==> src/rtl/dist_pkg.sv <==
// Shared constants, state encoding and result bundle for the shared serial divider.
// Imported by the interface, the divider core and the arbiter top.
package dist_pkg;

  localparam int DVD_W    = 32;
  localparam int DVS_W    = 16;
  localparam int QUO_W    = 16;
  localparam int DIV_ITER = 32;
  localparam int CNT_W    = $clog2(DIV_ITER + 1);

  localparam logic [QUO_W-1:0] QUO_SAT = 16'hFFFF;

  typedef enum logic [1:0] {
    ST_IDLE = 2'd0,
    ST_CALC = 2'd1,
    ST_DONE = 2'd2
  } arb_state_e;

  typedef struct packed {
    logic [QUO_W-1:0] quotient;
    logic [DVS_W-1:0] remainder;
    logic             div_zero;
    logic             ovf;
  } div_result_t;

endpackage

==> src/rtl/div_share_arbiter_if.sv <==
// Request/ack operand handoff and shared result return between the channels
// and the divider arbiter.
interface div_share_arbiter_if
  import dist_pkg::*;
#(
  parameter int N_REQ = 4
);

  logic [N_REQ-1:0]       i_req;
  logic [N_REQ*DVD_W-1:0] i_dividend;
  logic [N_REQ*DVS_W-1:0] i_divisor;
  logic [N_REQ-1:0]       o_ack;
  logic [N_REQ-1:0]       o_done;
  logic [QUO_W-1:0]       o_quotient;
  logic [DVS_W-1:0]       o_remainder;
  logic                   o_div_zero;
  logic                   o_ovf;
  logic                   o_busy;

  modport master (
    output i_req, i_dividend, i_divisor,
    input  o_ack, o_done, o_quotient, o_remainder, o_div_zero, o_ovf, o_busy
  );

  modport slave (
    input  i_req, i_dividend, i_divisor,
    output o_ack, o_done, o_quotient, o_remainder, o_div_zero, o_ovf, o_busy
  );

endinterface

==> src/rtl/div_serial_core.sv <==
// Unsigned 32/16 restoring divider, one quotient bit per clock, fixed 32-cycle
// latency from i_start to the o_done pulse; zero divisor skips the iterations.
module div_serial_core
  import dist_pkg::*;
(
  input  logic             i_clk,
  input  logic             i_rst,
  input  logic             i_start,
  input  logic [DVD_W-1:0] i_dividend,
  input  logic [DVS_W-1:0] i_divisor,
  output logic             o_busy,
  output logic             o_done,
  output div_result_t      o_result
);

  localparam logic [CNT_W-1:0] LAST_ITER = CNT_W'(DIV_ITER - 1);

  logic [DVD_W-1:0] r_quo;
  logic [DVS_W-1:0] r_rem;
  logic [DVS_W-1:0] r_dvs;
  logic [CNT_W-1:0] r_cnt;
  logic             r_busy;
  logic             r_done;
  logic             r_dz;

  logic [DVS_W:0]   w_trial;
  logic [DVS_W-1:0] w_diff;
  logic             w_fits;

  // Partial remainder stays below the divisor, so the difference fits DVS_W bits.
  always_comb begin
    w_trial = {r_rem, r_quo[DVD_W-1]};
    w_diff  = w_trial[DVS_W-1:0] - r_dvs;
    w_fits  = (w_trial >= {1'b0, r_dvs});
  end

  // NOTE: sequential state uses non-blocking (<=) so every flop samples pre-edge values.
  always_ff @(posedge i_clk or posedge i_rst) begin
    if (i_rst) begin
      // NOTE: the operand/shift registers are plain flops, so they are reset and read 0 after reset.
      r_quo  <= '0;
      r_rem  <= '0;
      r_dvs  <= '0;
      r_cnt  <= '0;
      r_busy <= 1'b0;
      r_done <= 1'b0;
      r_dz   <= 1'b0;
    end else if (i_start) begin
      r_quo  <= i_dividend;
      r_rem  <= '0;
      r_dvs  <= i_divisor;
      r_dz   <= (i_divisor == '0);
      r_cnt  <= '0;
      r_busy <= 1'b1;
      r_done <= 1'b0;
    end else begin
      r_done <= 1'b0;
      if (r_busy) begin
        r_cnt <= r_cnt + CNT_W'(1);
        if (!r_dz) begin
          r_quo <= {r_quo[DVD_W-2:0], w_fits};
          r_rem <= w_fits ? w_diff : w_trial[DVS_W-1:0];
        end
        if (r_cnt == LAST_ITER) begin
          r_busy <= 1'b0;
          r_done <= 1'b1;
        end
      end
    end
  end

  // With a zero divisor r_quo still holds the untouched dividend.
  always_comb begin
    // NOTE: every combinational output gets a default first so no latch is inferred.
    o_result = '0;
    if (r_dz) begin
      o_result.quotient  = QUO_SAT;
      o_result.remainder = r_quo[DVS_W-1:0];
      o_result.div_zero  = 1'b1;
    end else if (|r_quo[DVD_W-1:QUO_W]) begin
      o_result.quotient  = QUO_SAT;
      o_result.remainder = r_rem;
      o_result.ovf       = 1'b1;
    end else begin
      o_result.quotient  = r_quo[QUO_W-1:0];
      o_result.remainder = r_rem;
    end
  end

  assign o_busy = r_busy;
  assign o_done = r_done;

endmodule

==> src/rtl/div_share_arbiter.sv <==
// Round-robin arbiter sharing one serial divider among N_REQ channels: grant,
// operand latch into the core, owner tracking and one-hot done demux.
module div_share_arbiter
  import dist_pkg::*;
#(
  parameter int N_REQ = 4
)
(
  input  logic               i_clk_50m,
  input  logic               i_rst,
  div_share_arbiter_if.slave bus
);

  localparam int                 PTR_W    = $clog2(N_REQ);
  localparam logic [PTR_W-1:0]   PTR_LAST = PTR_W'(N_REQ - 1);
  localparam logic [PTR_W:0]     N_EXT    = (PTR_W + 1)'(N_REQ);
  localparam logic [N_REQ-1:0]   ONE_HOT0 = N_REQ'(1);

  arb_state_e       r_state;
  arb_state_e       w_state_nxt;
  logic [PTR_W-1:0] r_ptr;
  logic [PTR_W-1:0] r_owner;
  logic [N_REQ-1:0] r_ack;
  logic [N_REQ-1:0] r_done;
  div_result_t      r_res;

  logic             w_gnt_vld;
  logic [PTR_W-1:0] w_gnt_idx;
  logic [PTR_W:0]   w_sum;
  logic [PTR_W-1:0] w_cand;
  logic             w_start;
  logic             w_finish;
  logic [DVD_W-1:0] w_sel_dvd;
  logic [DVS_W-1:0] w_sel_dvs;
  logic             w_core_busy;
  logic             w_core_done;
  div_result_t      w_core_res;

  // Descending scan so the requester closest to r_ptr is assigned last and wins.
  always_comb begin
    w_gnt_vld = 1'b0;
    w_gnt_idx = '0;
    w_sum     = '0;
    w_cand    = '0;
    for (int i = N_REQ - 1; i >= 0; i--) begin
      w_sum = {1'b0, r_ptr} + (PTR_W + 1)'(i);
      if (w_sum >= N_EXT) w_sum = w_sum - N_EXT;
      w_cand = w_sum[PTR_W-1:0];
      if (bus.i_req[w_cand]) begin
        w_gnt_vld = 1'b1;
        w_gnt_idx = w_cand;
      end
    end
  end

  assign w_sel_dvd = bus.i_dividend[int'(w_gnt_idx)*DVD_W +: DVD_W];
  assign w_sel_dvs = bus.i_divisor[int'(w_gnt_idx)*DVS_W +: DVS_W];

  div_serial_core u_core (
    .i_clk      (i_clk_50m),
    .i_rst      (i_rst),
    .i_start    (w_start),
    .i_dividend (w_sel_dvd),
    .i_divisor  (w_sel_dvs),
    .o_busy     (w_core_busy),
    .o_done     (w_core_done),
    .o_result   (w_core_res)
  );

  always_ff @(posedge i_clk_50m or posedge i_rst) begin
    if (i_rst) r_state <= ST_IDLE;
    else       r_state <= w_state_nxt;
  end

  always_comb begin
    w_state_nxt = r_state;
    unique case (r_state)
      ST_IDLE: if (w_gnt_vld)   w_state_nxt = ST_CALC;
      ST_CALC: if (w_core_done) w_state_nxt = ST_DONE;
      ST_DONE:                  w_state_nxt = ST_IDLE;
      default:                  w_state_nxt = ST_IDLE;
    endcase
  end

  always_comb begin
    w_start  = 1'b0;
    w_finish = 1'b0;
    unique case (r_state)
      ST_IDLE: w_start  = w_gnt_vld;
      ST_DONE: w_finish = 1'b1;
      default: ;
    endcase
  end

  // Result buses are registered on leaving DONE and cleared in every other cycle.
  always_ff @(posedge i_clk_50m or posedge i_rst) begin
    if (i_rst) begin
      r_ptr   <= '0;
      r_owner <= '0;
      r_ack   <= '0;
      r_done  <= '0;
      r_res   <= '0;
    end else begin
      r_ack  <= '0;
      r_done <= '0;
      r_res  <= '0;
      if (w_start) begin
        r_ack   <= ONE_HOT0 << w_gnt_idx;
        r_owner <= w_gnt_idx;
        r_ptr   <= (w_gnt_idx == PTR_LAST) ? '0 : w_gnt_idx + PTR_W'(1);
      end
      if (w_finish) begin
        r_done <= ONE_HOT0 << r_owner;
        r_res  <= w_core_res;
      end
    end
  end

  assign bus.o_ack       = r_ack;
  assign bus.o_done      = r_done;
  assign bus.o_quotient  = r_res.quotient;
  assign bus.o_remainder = r_res.remainder;
  assign bus.o_div_zero  = r_res.div_zero;
  assign bus.o_ovf       = r_res.ovf;
  assign bus.o_busy      = (r_state != ST_IDLE) | (|r_done) | w_core_busy;

endmodule

==> src/flat_wrapper.sv <==
// flat-port wrapper written by rule: the top's interface ports become plain ports
module div_share_arbiter_flat import dist_pkg::*;
#(
  parameter int N_REQ = 4
)
  (i_clk_50m, i_rst, bus_i_req, bus_i_dividend, bus_i_divisor, bus_o_ack, bus_o_done, bus_o_quotient, bus_o_remainder, bus_o_div_zero, bus_o_ovf, bus_o_busy);
  div_share_arbiter_if #(.N_REQ(N_REQ)) bus_i ();
  input  logic i_clk_50m;
  input  logic i_rst;
  input wire logic [$bits(bus_i.i_req)-1:0] bus_i_req;
  input wire logic [$bits(bus_i.i_dividend)-1:0] bus_i_dividend;
  input wire logic [$bits(bus_i.i_divisor)-1:0] bus_i_divisor;
  output wire logic [$bits(bus_i.o_ack)-1:0] bus_o_ack;
  output wire logic [$bits(bus_i.o_done)-1:0] bus_o_done;
  output wire logic [$bits(bus_i.o_quotient)-1:0] bus_o_quotient;
  output wire logic [$bits(bus_i.o_remainder)-1:0] bus_o_remainder;
  output wire logic [$bits(bus_i.o_div_zero)-1:0] bus_o_div_zero;
  output wire logic [$bits(bus_i.o_ovf)-1:0] bus_o_ovf;
  output wire logic [$bits(bus_i.o_busy)-1:0] bus_o_busy;
  assign bus_i.i_req = bus_i_req;
  assign bus_i.i_dividend = bus_i_dividend;
  assign bus_i.i_divisor = bus_i_divisor;
  assign bus_o_ack = bus_i.o_ack;
  assign bus_o_done = bus_i.o_done;
  assign bus_o_quotient = bus_i.o_quotient;
  assign bus_o_remainder = bus_i.o_remainder;
  assign bus_o_div_zero = bus_i.o_div_zero;
  assign bus_o_ovf = bus_i.o_ovf;
  assign bus_o_busy = bus_i.o_busy;
  div_share_arbiter #(.N_REQ(N_REQ)) u_core (.i_clk_50m(i_clk_50m), .i_rst(i_rst), .bus(bus_i));
endmodule
==> config.mk <==
export PLATFORM = sky130hd
export DESIGN_NAME = div_share_arbiter_flat
export DESIGN_NICKNAME = d
export VERILOG_FILES = /design/src/rtl/dist_pkg.sv /design/src/rtl/div_share_arbiter_if.sv /design/src/rtl/div_serial_core.sv /design/src/rtl/div_share_arbiter.sv /design/src/flat_wrapper.sv
export SDC_FILE = /design/constraint.sdc
export NUM_CORES = 1
export LEC_CHECK = 0
export ABC_AREA = 1
export BUFFER_PORTS_ARGS = -buffer_cell sky130_fd_sc_hd__buf_2
export CAP_MARGIN = 40
export CORE_MARGIN = 10
export CORE_UTILIZATION = 59
export DETAILED_ROUTE_END_ITERATION = 12
export PLACE_DENSITY = 0.88
export SLEW_MARGIN = 20
export SYNTH_ARGS = -nofsm -noshare
export SYNTH_HDL_FRONTEND = slang
export SYNTH_HIERARCHICAL = 1
export SYNTH_SLANG_ARGS = --single-unit
==> constraint.sdc <==
create_clock -name i_clk_50m -period 3.8 [get_ports i_clk_50m]
set_input_delay 0.76 -clock i_clk_50m [delete_from_list [all_inputs] [get_ports i_clk_50m]]
set_output_delay 0.76 -clock i_clk_50m [all_outputs]
set_load 0.01 [all_outputs]
==> impl_metrics.json <==
{
  "status": "finished, final reports clean",
  "whs_ns": 0.323,
  "startpoint_type": "register",
  "dpl.hpwl_mm": 22.0,
  "fin_area_um2": 11000,
  "clkTransAtPathRegs_ns": 0.06,
  "antenna_found_initial": 1,
  "ff2ff_setup_slack_ns": 0.76,
  "final_cell_mix": "nand2_1 (371), inv_1 (347), nand3_1 (245), buf_2 (240), dfrtp_1 (121)",
  "timing.rr.start": "u_core/r_ptr[0]$_DFFE_PP0P_",
  "peakVddDrop_mv": 1.02,
  "clock_skew_ns": 0.0150,
  "die-area_um2": 20800,
  "path_cells": "inv_1 -> nand2_1 -> nand3_1 -> nand2_1 -> nand3_2 -> nand3_4 -> buf_4 -> nand3_1 -> nand3_1 -> nand2_1 -> nor4_1 -> nand4_1 -> o21ai_0",
  "p_comb_share_pct": 67.5,
  "post_cts_buffers": 0,
  "nFillCells": 1251,
  "p_int_mw": 5.25,
  "coreArea_um2": 15100,
  "pwr-share-seq_pct": 18.1,
  "synth-xor-area-share_pct": 0.672,
  "cts_root_buf": "clkbuf_16",
  "synth_compound_area_share_pct": 8.32,
  "report.final.slew_viol_count": 0,
  "clkSinkCount": 121,
  "async_flop_share_pct": 100,
  "grt_max_degree": 81,
  "drt_iter0_markers": 994,
  "finalSetupTns_ns": 0,
  "nNetsFinal": 1870,
  "start_util_pct": 60.2,
  "critPathBufInv": 2,
  "slew_headroom_pct": 47.8,
  "wire_per_inst_um": 15.5,
  "grt_overflow_total": 0,
  "synth_top_family_by_area": "simple AND/OR/NAND/NOR gates",
  "die_w_um": 144,
  "finalSetupViolCount": 0,
  "maxCapViolCount": 0,
  "syn_avg_cell_area_um2": 6.28,
  "drive_above_1_share_pct": 20.3,
  "seq_area_frac_synth_pct": 33.2,
  "criticalPathCategory": "reg -> reg",
  "worstSkewPairLatency_ns": 0.43,
  "clkPwrFrac_pct": 14.4,
  "endpoint_kind": "register",
  "yosys_warnings": 6,
  "final.period_utilization_pct": 80.1,
  "cts_buffers": 17,
  "cpMaxStageDelayCell": "dfrtp_1",
  "yosysUniqueCellTypes": 36,
  "synth_mux_area_share_pct": 0,
  "grt_pass1_wl_mm": 46.6,
  "hold_viol": 0,
  "synth-seq-cells": 121,
  "cts_hold_buf": 0,
  "r2r_cells": 13,
  "switching_share_pct": 53.3,
  "insertedDiodeCount": 0,
  "critPathTopFamily": "simple AND/OR/NAND/NOR gates",
  "synthFlopType": "dfrtp_1",
  "place.gp.congestion": 0.999,
  "rsz0062_at_grt": "no",
  "via_per_inst": 5.38,
  "p_per_area_nw_per_um2": 1020,
  "cts.path.max_buffers": 2,
  "io_pins": 241,
  "post-route-drc-count": 0,
  "finalCriticalPeriod_ns": 3.04,
  "critical_path_required_ns": 4.14,
  "cts_resized": 0,
  "max_clock_freq_mhz": 329,
  "synthSimpleGateAreaFrac_pct": 36.5,
  "synth_edf_count": 0,
  "final_core_util_pct": 72.6,
  "ant_nets": 0,
  "finalWirelength_mm": 28.7,
  "final_common_cell": "nand2_1",
  "vias": 9979,
  "arrival_ns": 3.39,
  "htreeDepth": 4,
  "synthCells": 1451,
  "syn_nets": 1668,
  "rows": 45,
  "die_h_um": 144,
  "reg2reg_to": "u_core/u_core/r_dz$_DFFE_PP0P_",
  "syn_area_um2": 9120,
  "synthAdderAreaFrac_pct": 2.69,
  "cts_tree": "done",
  "min_path_type": "in -> async",
  "slowest_delay_ns": 0.68,
  "crit_fanout": 80,
  "port_buffers": 240,
  "switching_power_mw": 5.98,
  "leakage_nw": 6.93,
  "grt_use_total_pct": 27.9,
  "grt_pass1_vias": 9613,
  "area_delta_synth_final_pct": 20.5,
  "placed_cell_area_um2": 10400,
  "firstDrtPassIters": 6,
  "max_slew.worst_pin.slew_ns": 0.783
}
## state kept, by name, indices dropped and copies added, names as in the netlist
name	count
u_core/bus.o_quotient	16
u_core/u_core/r_rem	16
u_core/bus.o_ack	4
u_core/bus.o_ovf	1
u_core/u_core/o_done	1
u_core/r_state	2
u_core/u_core/r_dz	1
u_core/r_ptr	2
u_core/r_owner	2
u_core/u_core/o_busy	1
u_core/bus.o_done	4
u_core/u_core/r_dvs	16
u_core/bus.o_div_zero	1
u_core/bus.o_remainder	16
u_core/u_core/r_quo	32
u_core/u_core/r_cnt	6
## worst max-delay path by stage
stage / startpoint / end / slack, ns / cells past startpoint
CTS: u_core/r_ptr[0]$_DFFE_PP0P_ / u_core/u_core/r_dz$_DFFE_PP0P_ / 0.82 / 15
global placement: bus_i_req[0] / u_core/u_core/r_dz$_DFFE_PP0P_ / 0.72 / 14
finish: u_core/r_ptr[0]$_DFFE_PP0P_ / u_core/u_core/r_dz$_DFFE_PP0P_ / 0.76 / 13
detailed placement: bus_i_req[0] / u_core/u_core/r_dz$_DFFE_PP0P_ / 0.66 / 14
global route: u_core/r_ptr[0]$_DFFE_PP0P_ / u_core/u_core/r_dz$_DFFE_PP0P_ / 0.45 / 13
floorplan: i_rst / u_core/u_core/o_busy$_DFF_PP0_ / 1.19 / 1
## per-layer routing
metal	global-route usage, %	wire length (µm)	vias to the layer above
li1	-	-	4845
met1	33.7	11000	4452
met2	45.3	13700	591
met3	7.97	2950	89
met4	12.0	1000	2
met5	0	13	-
## power by group through the flow
stage | clock network (mW) | logic, mW | registers, mW
4_1_cts | 1.64 | 7.44 | 2.02
6_report | 1.62 | 7.58 | 2.03
2_1_floorplan | 0 | 5.88 | 1.96
3_5_place_dp | 0 | 7.37 | 2.04
3_3_place_gp | 0 | 7.17 | 2.02
5_1_grt | 1.70 | 8.55 | 2.07
## per-stage QoR
step | setup WS, ns | cells | power (mW)
floorplan | 1.19 | 1451 | 7.84
global placement | 0.722 | 1818 | 9.19
detailed placement | 0.664 | 1821 | 9.41
CTS | 0.825 | 1853 | 11.1
global route | 0.447 | 1854 | 12.3
finish | 0.756 | 1854 | 11.2
## logic make-up (layout without fill, tap and decap cells)
group	Yosys count	count (layout)
adder cells (fa/ha/maj)	19	19
AND/OR/NAND/NOR	745	745
AO/OA/AOI/OAI	132	132
buffers and inverters	427	642
flip-flops	121	121
XOR/XNOR	7	7
## cell type report
cell class | count | area, µm² | share of cell area [%]
timing repair buffer | 256 | 1380 | 12.5
tap | 188 | 235 | 2.14
inverter | 354 | 1330 | 12.1
sequential | 121 | 3030 | 27.6
multi-input combinational | 903 | 4420 | 40.2
clock inverter | 14 | 164 | 1.49
clock buffer | 18 | 439 | 4.00
## worst register-to-register path, stage by stage (launching register included)
cell and delay (ns):
dfrtp_1 0.68, inv_1 0.20, nand2_1 0.10, nand3_1 0.10
nand2_1 0.10, nand3_2 0.10, nand3_4 0.10, buf_4 0.61
nand3_1 0.16, nand3_1 0.11, nand2_1 0.09, nor4_1 0.33
nand4_1 0.12, o21ai_0 0.15
## synthesized netlist by cell type, types with 2 or more instances
cell type / n / area [µm²]
a21oi_1: 13 / 65.1
buf_1: 15 / 56.3
buf_2: 23 / 115
buf_4: 6 / 45.0
buf_6: 4 / 45.0
clkbuf_1: 24 / 90.1
dfrtp_1: 121 / 3030
ha_1: 18 / 225
inv_1: 349 / 1310
inv_2: 5 / 18.8
nand2_1: 372 / 1400
nand2_2: 17 / 106
nand2_4: 2 / 22.5
nand3_1: 245 / 1230
nand3_2: 8 / 80.1
nand4_1: 11 / 68.8
nor2_1: 63 / 236
nor2_2: 4 / 25.0
nor2_4: 4 / 45.0
nor3_1: 9 / 45.0
nor4_1: 5 / 31.3
o211ai_1: 31 / 233
o21ai_0: 80 / 400
o21ai_1: 3 / 15.0
o21ai_2: 2 / 17.5
or2_2: 2 / 12.5
xnor2_1: 5 / 43.8
xor2_1: 2 / 17.5
(Power assumes the default switching activity.)
